$ cat config.mk
export PLATFORM = sky130hd
export DESIGN_NAME = mem_arbiter
export DESIGN_NICKNAME = d
export VERILOG_FILES = /design/src/rtl/mem_arbiter.sv
export SDC_FILE = /design/constraint.sdc
export NUM_CORES = 1
export LEC_CHECK = 0
export CAP_MARGIN = 30
export CORE_MARGIN = 2
export CORE_UTILIZATION = 41
export DETAILED_ROUTE_END_ITERATION = 6
export HOLD_SLACK_MARGIN = 0.15
export PLACE_DENSITY = 0.77
export SLEW_MARGIN = 10
export SYNTH_ARGS = -nofsm -noshare
export SYNTH_HDL_FRONTEND = slang
export SYNTH_SLANG_ARGS = --single-unit
$ cat constraint.sdc
create_clock -name clk -period 1.8 [get_ports clk]
set_clock_uncertainty 0.05 [all_clocks]
set_input_delay 0.36 -clock clk [delete_from_list [all_inputs] [get_ports clk]]
set_output_delay 0.36 -clock clk [all_outputs]
set_load 0.05 [all_outputs]
$ cat src/rtl/mem_arbiter.sv
// -----------------------------------------------------------------------------
// mem_arbiter
// Two-requester arbiter (instruction fetch and data) in front of a single
// fixed-latency memory port. One access is in flight at a time and walks the
// states IDLE -> ISSUE -> WAIT -> DONE. Data requests win ties, but after
// STARVE_MAX back-to-back data grants with fetch waiting, fetch is granted.
//
// Ports
//   clk, rst                     clock, synchronous active-high reset
//   if_req/if_addr               fetch request and address
//   if_rdata/if_ack              fetch read data, one-cycle done pulse
//   dm_req/dm_we/dm_addr/dm_wdata data request, write flag, address, data
//   dm_rdata/dm_ack              data read data, one-cycle done pulse
//   mem_en/mem_we/mem_addr/mem_wdata  memory strobe, write enable, addr, data
//   mem_rdata                    memory read data, valid MEM_LAT cycles after mem_en
//   busy                         high whenever the FSM is not IDLE
// All outputs are registered.
// -----------------------------------------------------------------------------
module mem_arbiter #(
  parameter int AW         = 16,
  parameter int DW         = 32,
  parameter int MEM_LAT    = 2,
  parameter int STARVE_MAX = 4
) (
  input  logic          clk,
  input  logic          rst,
  input  logic          if_req,
  input  logic [AW-1:0] if_addr,
  output logic [DW-1:0] if_rdata,
  output logic          if_ack,
  input  logic          dm_req,
  input  logic          dm_we,
  input  logic [AW-1:0] dm_addr,
  input  logic [DW-1:0] dm_wdata,
  output logic [DW-1:0] dm_rdata,
  output logic          dm_ack,
  output logic          mem_en,
  output logic          mem_we,
  output logic [AW-1:0] mem_addr,
  output logic [DW-1:0] mem_wdata,
  input  logic [DW-1:0] mem_rdata,
  output logic          busy
);

  localparam int SW = (STARVE_MAX < 1) ? 1 : $clog2(STARVE_MAX + 1);

  typedef enum logic [1:0] {
    ST_IDLE  = 2'd0,
    ST_ISSUE = 2'd1,
    ST_WAIT  = 2'd2,
    ST_DONE  = 2'd3
  } state_t;

  state_t          state_r;
  state_t          state_nx_s;
  logic            start_s;
  logic            grant_dm_s;
  logic            wait_done_s;
  logic            owner_dm_r;
  logic            we_lat_r;
  logic [2:0]      cnt_r;
  logic [SW-1:0]   streak_r;

  logic            mem_en_r;
  logic            mem_we_r;
  logic [AW-1:0]   mem_addr_r;
  logic [DW-1:0]   mem_wdata_r;
  logic            busy_r;
  logic            if_ack_r;
  logic            dm_ack_r;
  logic [DW-1:0]   if_rdata_r;
  logic [DW-1:0]   dm_rdata_r;

  // WAIT covers MEM_LAT cycles; cnt_r is cleared in ISSUE and steps in WAIT.
  assign wait_done_s = (cnt_r == 3'(MEM_LAT - 1));

  // Next-state and arbitration decision.
  always_comb begin
    state_nx_s = state_r;
    start_s    = 1'b0;
    grant_dm_s = 1'b0;
    case (state_r)
      ST_IDLE: begin
        if (if_req || dm_req) begin
          state_nx_s = ST_ISSUE;
          start_s    = 1'b1;
          // Data wins unless fetch has already waited through STARVE_MAX data grants.
          grant_dm_s = dm_req && !(if_req && (streak_r == SW'(STARVE_MAX)));
        end else begin
          state_nx_s = ST_IDLE;
        end
      end
      ST_ISSUE: state_nx_s = ST_WAIT;
      ST_WAIT: begin
        if (wait_done_s) begin
          state_nx_s = ST_DONE;
        end else begin
          state_nx_s = ST_WAIT;
        end
      end
      ST_DONE: state_nx_s = ST_IDLE;
      default: state_nx_s = ST_IDLE;
    endcase
  end

  // State register.
  always_ff @(posedge clk) begin
    if (rst) begin
      state_r <= ST_IDLE;
    end else begin
      state_r <= state_nx_s;
    end
  end

  // Access latch, starvation counter, wait counter and registered outputs.
  always_ff @(posedge clk) begin
    if (rst) begin
      owner_dm_r  <= 1'b0;
      we_lat_r    <= 1'b0;
      cnt_r       <= 3'd0;
      streak_r    <= '0;
      mem_en_r    <= 1'b0;
      mem_we_r    <= 1'b0;
      mem_addr_r  <= '0;
      mem_wdata_r <= '0;
      busy_r      <= 1'b0;
      if_ack_r    <= 1'b0;
      dm_ack_r    <= 1'b0;
      if_rdata_r  <= '0;
      dm_rdata_r  <= '0;
    end else begin
      // Strobes and acks are single-cycle pulses unless set below.
      mem_en_r <= 1'b0;
      mem_we_r <= 1'b0;
      if_ack_r <= 1'b0;
      dm_ack_r <= 1'b0;
      busy_r   <= (state_nx_s != ST_IDLE);

      if (start_s) begin
        // mem_addr_r/mem_wdata_r double as the latched request, so they
        // stay stable for the rest of the access.
        owner_dm_r  <= grant_dm_s;
        we_lat_r    <= grant_dm_s && dm_we;
        mem_en_r    <= 1'b1;
        mem_we_r    <= grant_dm_s && dm_we;
        mem_addr_r  <= grant_dm_s ? dm_addr : if_addr;
        mem_wdata_r <= grant_dm_s ? dm_wdata : '0;
        if (grant_dm_s && if_req) begin
          if (streak_r != SW'(STARVE_MAX)) begin
            streak_r <= streak_r + SW'(1);
          end else begin
            streak_r <= streak_r;
          end
        end else begin
          streak_r <= '0;
        end
      end else begin
        streak_r <= streak_r;
      end

      if (state_r == ST_ISSUE) begin
        cnt_r <= 3'd0;
      end else if (state_r == ST_WAIT) begin
        cnt_r <= cnt_r + 3'd1;
      end else begin
        cnt_r <= cnt_r;
      end

      // Last WAIT cycle: capture read data so it and the ack appear in DONE.
      if ((state_r == ST_WAIT) && wait_done_s) begin
        if (owner_dm_r) begin
          dm_ack_r <= 1'b1;
          if (!we_lat_r) begin
            dm_rdata_r <= mem_rdata;
          end else begin
            dm_rdata_r <= dm_rdata_r;
          end
        end else begin
          if_ack_r   <= 1'b1;
          if_rdata_r <= mem_rdata;
        end
      end else begin
        if_rdata_r <= if_rdata_r;
        dm_rdata_r <= dm_rdata_r;
      end
    end
  end

  assign mem_en    = mem_en_r;
  assign mem_we    = mem_we_r;
  assign mem_addr  = mem_addr_r;
  assign mem_wdata = mem_wdata_r;
  assign busy      = busy_r;
  assign if_ack    = if_ack_r;
  assign dm_ack    = dm_ack_r;
  assign if_rdata  = if_rdata_r;
  assign dm_rdata  = dm_rdata_r;

endmodule

==> impl_metrics.csv, run 1 <==
group,metric,value,unit
run_status,outcome,"complete, no violations",
grt,grt.overflow.total,0,
grt,grt_pass1_vias,4724,
setup_path,cp-start-kind,"register",
clocking,clock_latency,0.41,ns
power_and_ir_drop,switchingPower,2.23,mW
yosys,syn_area_per_cell,9.18,um2
timing,fin_crit_sh,94.7,%
clocking,cts_htree_levels,4,
routing,num_vias,4781,
yosys,synth_area_leaders,"dfxtp_1, nand2b_1, mux2i_1, a32oi_1, nand2_1",
placement,dpl.hpwl,10100,um
floorplanning,coreArea,12100,um2
timing,finalSetupViolations,0,
finish,antenna_cells,0,
setup_path,crit_type,"reg -> reg",
clocking,cts_buffers,17,
clocking,cts_buffer_depth,2,
routing,route.detailed.drc,0,
finish,fin_nets,873,
clocking,cts_tree,"built",
power_and_ir_drop,p_leak,3.09,nW
finish,layout-drive-gt1-share,22.6,%
timing,fmax,0.586,GHz
floorplanning,rows,40,
grt,grt_pass1_wl,22400,um
yosys,synthFlopType,"dfxtp_1",
routing,ant_nets,0,
yosys,yosysTopAreaCell,"dfxtp_1",
power_and_ir_drop,comb_power_share,20.2,%
power_and_ir_drop,switching_share,27.3,%
grt,antenna_found_initial,0,
yosys,synth-seq-area-share,49.9,%
setup_path,crit_arrival,1.95,ns
yosys,synth_nets,664,
yosys,ys_ff_latch,127,
yosys,synth_top_area_share,49.9,%
clocking,cts_root_buf,"clkbuf_16",
clocking,clkSinkCount,127,
routing,vias_per_cell,5.06,
placement,numPortBuffers,217,
yosys,syn_area,5100,um2
floorplanning,die_w,115,um
grt,grt_max_degree,63,
placement,place.gp.congestion,0.782,
floorplanning,die_h,115,um
yosys,ys_types,39,
yosys,synth-edff-count,0,
floorplanning,pin_count,218,
power_and_ir_drop,power.share.sequential,37.5,%
power_and_ir_drop,powerDensity,1040,nW/um2
yosys,synth_common_cells,"dfxtp_1, nand2_1, nand2b_1, nor2_1, a21oi_1",
yosys,async_flop_share,0,%
routing,wire_per_inst,15.2,um
clocking,hold_buffers,0,
timing,slew_headroom,74.0,%
timing,drv_slew,0,
routing,drt_iter0_drc,409,
floorplanning,dieArea,13300,um2
floorplanning,initial_core_util,42.3,%
finish,design_area,7840,um2
setup_path,worst-endpoint-required,2.05,ns
power_and_ir_drop,p_clk_share,42.2,%
flow_run,drv_cap,0,
power_and_ir_drop,power,8.19,mW
yosys,yosysMostFrequentCell,"dfxtp_1",
yosys,ys_warn_count,0,
setup_path,setup.worst_path.end_class,"register",
finish,areaGrowthSynthToFinish,53.8,%
timing,hold_viol_final,0,
setup_path,path_max_fanout,24,
power_and_ir_drop,internal_power,5.95,mW
hold_path,hold_class,"in -> reg",
placement,placed_cell_area,7220,um2
grt,grtUsageTotal,21.1,%
timing,worst_pin_slew,0.381,ns
timing,timing.final.crit_period,1.71,ns
routing,wl,14400,um
finish,fillers,942,
routing,drtPass1Iterations,4,
clocking,clk_pin_slew,0.06,ns
power_and_ir_drop,ir_drop,0.535,mV
yosys,synth_cells,555,
power groups by stage:
stage                     Combinational, mW  Clock, mW  Sequential, mW
after global placement                 1.61          0            3.12
after global routing                   1.76       3.67            3.08
final                                  1.66       3.46            3.07
after detailed placement               1.65          0            3.12
after CTS                              1.66       3.52            3.07
after floorplan                       0.533          0            3.59
metal layers:
metal / GRT usage [%] / routed length (um)
met1: 25.3 / 6070
met2: 36.0 / 7060
met3: 6.17 / 983
met4: 7.95 / 268
met5: 0 / 0
worst paths after layout:
kind,slack (ns),start,to,depth (start not counted)
setup reg to reg,0.09,state_r[0],mem_addr[9],6
hold / removal,0.29,rst,if_rdata[12],2
hold reg to reg,0.40,if_rdata[12],if_rdata[12],2
setup / recovery,0.09,state_r[0],mem_addr[9],6
cells by family (layout without fill, tap and decap cells):
family	count (synthesis)	in the layout	synth area share, %
muxes	32	32	6.29
AOI/OAI and AO/OA	108	108	14.4
and+or+nand+nor	222	222	21.2
DFF	127	127	49.9
xor gates and xnor gates	2	2	0.344
adders and majority gates	8	8	1.96
buffers and inverters	56	277	5.97
critical path, cell delays in order, from the launching register on:
cell,delay (ns)
dfxtp_1,0.32
inv_1,0.10
ha_2,0.25
and2_1,0.23
buf_12,0.19
nand3_1,0.11
a311oi_1,0.33
timing repair:
item	in CTS	in global routing
setup endpoints to repair	0	31
gates resized for setup	0	2
setup buffers	0	1
stage by stage:
stage / setup slack [ns] / util (%) / TNS (ns) / hold WS (ns) / std cells
after detailed placement: -0.0587 / 59.9 / -0.188 / 0.400 / 912
final: 0.0947 / 65.0 / 0 / 0.287 / 944
after floorplan: 0.312 / - / 0 / 0.399 / 555
after global placement: 0.0295 / 59.9 / 0 / 0.392 / 912
after CTS: 0.0257 / 64.9 / 0 / 0.267 / 943
after global routing: -0.00331 / 65.0 / -0.00331 / 0.298 / 944
state kept, by name, summed over array words and instances, names as in the netlist:
signal,cells
dm_rdata,32
mem_en,1
dm_ack,1
mem_wdata,32
if_ack,1
mem_addr,16
busy,1
mem_we,1
cnt_r,3
if_rdata,32
streak_r,3
we_lat_r,1
owner_dm_r,1
state_r,2
cell usage in the layout (no fill, tap or decap), types with 16 or more instances in the layout:
| master | netlist | final |
|---|---|---|
| dfxtp_1 | 127 | 127 |
| clkbuf_16 | 0 | 17 |
| clkdlybuf4s50_1 | 0 | 99 |
| nor2_1 | 54 | 54 |
| a21oi_1 | 37 | 36 |
| nand3_1 | 18 | 18 |
| nand2_1 | 71 | 71 |
| a32oi_1 | 32 | 32 |
| mux2i_1 | 32 | 32 |
| a311oi_1 | 16 | 16 |
| nand2b_1 | 64 | 64 |
| buf_4 | 6 | 130 |
final cells by class:
| class | instances | area (um2) | area share (%) |
|---|---|---|---|
| flip-flops and latches | 127 | 2540 | 32.4 |
| multi-input cells | 372 | 2270 | 29.0 |
| repair buffers | 240 | 2190 | 27.9 |
| clock buffers | 25 | 495 | 6.32 |
| well taps | 168 | 210 | 2.68 |
| clock inverters | 6 | 105 | 1.34 |
| inverters | 6 | 22.5 | 0.287 |
(Power assumes the default switching activity.)
==> inputs of run 2 (changes only) <==
Settings changed: CORE_UTILIZATION 41 to 42, PLACE_DENSITY 0.77 to 0.85.
==> impl_metrics.csv, run 2 (synthesized netlist as in run 1, its figures left out) <==
group,metric,value,unit
run_status,outcome,"complete, no violations",
power_and_ir_drop,p_leak,3.05,nW
finish,layout_commonest_cell,"dfxtp_1",
power_and_ir_drop,ir_drop,0.649,mV
placement,dpl.hpwl,10100,um
clocking,cts_htree_levels,4,
timing,rsz0062_at_grt,"false",
placement,place.gp.congestion,0.772,
floorplanning,coreArea,11900,um2
timing,drv_slew,0,
finish,fillers,929,
routing,drt_iter0_drc,395,
setup_path,slowest_delay,0.34,ns
floorplanning,die_w,114,um
setup_path,crit_type,"reg -> reg",
grt,antenna_found_initial,0,
routing,route.detailed.drc,0,
routing,vias_per_cell,5.32,
finish,layout-drive-gt1-share,22.0,%
finish,final-instance-count-excl-fill,919,
grt,grt_pass1_vias,4929,
clocking,cts_tree,"built",
routing,ant_nets,0,
flow_run,drv_cap,0,
setup_path,crit_arrival,1.93,ns
hold_path,hold_start,"rst",
placement,dp_cells,886,
setup_path,setup.worst_path.end_class,"register",
timing,worst_pin_slew,0.357,ns
floorplanning,initial_core_util,42.8,%
floorplanning,pin_count,218,
clocking,cts_buffers,17,
timing,fin_crit_sh,93.3,%
setup_path,critical_path.cell_chain,"inv_1 > ha_2 > and2_2 > buf_12 > nand3_1 > a311oi_1",
grt,grt.overflow.total,0,
grt,grt_pass1_wl,23100,um
timing,hold_viol_final,0,
timing,fmax,0.596,GHz
grt,grt_max_degree,61,
power_and_ir_drop,powerDensity,1050,nW/um2
setup_path,path_max_fanout,17,
clocking,cts_buffer_depth,2,
timing,slew_headroom,76.2,%
setup_path,worstSetupStartpoint,"state_r[0]",
placement,placed_cell_area,7160,um2
timing,finalSetupViolations,0,
finish,design_area,7760,um2
routing,drtPass1Iterations,4,
timing,timing.final.crit_period,1.68,ns
clocking,cts_root_buf,"clkbuf_16",
grt,grtUsageTotal,22.3,%
setup_path,cp-start-kind,"register",
timing,fin_hold_ws,0.291,ns
finish,areaGrowthSynthToFinish,52.3,%
routing,wl,14500,um
floorplanning,dieArea,13000,um2
finish,final_cell_mix,"dfxtp_1, buf_4, clkdlybuf4s50_1",
setup_path,worst-endpoint-required,2.05,ns
placement,numPortBuffers,217,
floorplanning,rows,40,
finish,fin_nets,869,
clocking,clkSinkCount,127,
clocking,clk_pin_slew,0.05,ns
hold_path,hold_class,"in -> reg",
floorplanning,die_h,114,um
routing,wire_per_inst,15.8,um
setup_path,reg2reg_from,"state_r[0]",
power_and_ir_drop,power,8.13,mW
routing,num_vias,4885,
clocking,clock_latency,0.42,ns
finish,antenna_cells,0,
setup_path,crit_path_top_delay_cell,"a311oi_1",
run 2: final timing paths:
kind | to | slack (ns) | cells past startpoint
max | mem_addr[4] | 0.12 | 6
max reg2reg | mem_addr[4] | 0.12 | 6
min reg2reg | if_rdata[18] | 0.41 | 2
min | mem_en | 0.29 | 2
run 2: stage by stage:
stage / utilization [%] / TNS, ns / setup slack, ns
floorplan: - / 0 / 0.312
global placement: 60.1 / -0.0391 / -0.0217
detailed placement: 60.1 / -1.79 / -0.152
CTS: 65.0 / 0 / 0.0896
global route: 65.2 / 0 / 0.00164
finish: 65.2 / 0 / 0.121
run 2: cell type report:
class / count / area [um2] / share of cell area [%]
Inverter: 6 / 22.5 / 0.290
Tap cell: 147 / 184 / 2.37
Timing Repair Buffer: 236 / 2160 / 27.8
Sequential cell: 127 / 2540 / 32.7
Multi-Input combinational cell: 372 / 2270 / 29.3
Clock buffer: 25 / 475 / 6.12
Clock inverter: 6 / 108 / 1.39
run 2: power by group:
| part | internal [mW] | switching (mW) | total, mW |
|---|---|---|---|
| registers | 2.97 | 0.0980 | 3.07 |
| logic | 0.661 | 0.993 | 1.65 |
| clock network | 2.24 | 1.16 | 3.40 |
run 2: metal layers:
| metal | global-route usage [%] | vias up | routed length, um |
|---|---|---|---|
| li1 | - | 2335 | - |
| met4 | 11.8 | 0 | 458 |
| met1 | 25.1 | 2294 | 5710 |
| met5 | 0 | - | 0 |
| met2 | 38.7 | 215 | 7420 |
| met3 | 6.09 | 41 | 947 |
run 2: worst max-delay path: cells and delay by family, from the launching register on:
| family | cells | cell delay (ns) |
|---|---|---|
| and+or+nand+nor | 2 | 0.32 |
| DFF | 1 | 0.31 |
| AOI/OAI and AO/OA | 1 | 0.34 |
| buffers and inverters | 2 | 0.28 |
| adders and majority gates | 1 | 0.26 |
run 2: repair_timing:
action	in CTS	in global routing
buffers inserted	0	2
gates resized for setup	0	2
hold buffers	0	0
setup endpoints to repair	0	6
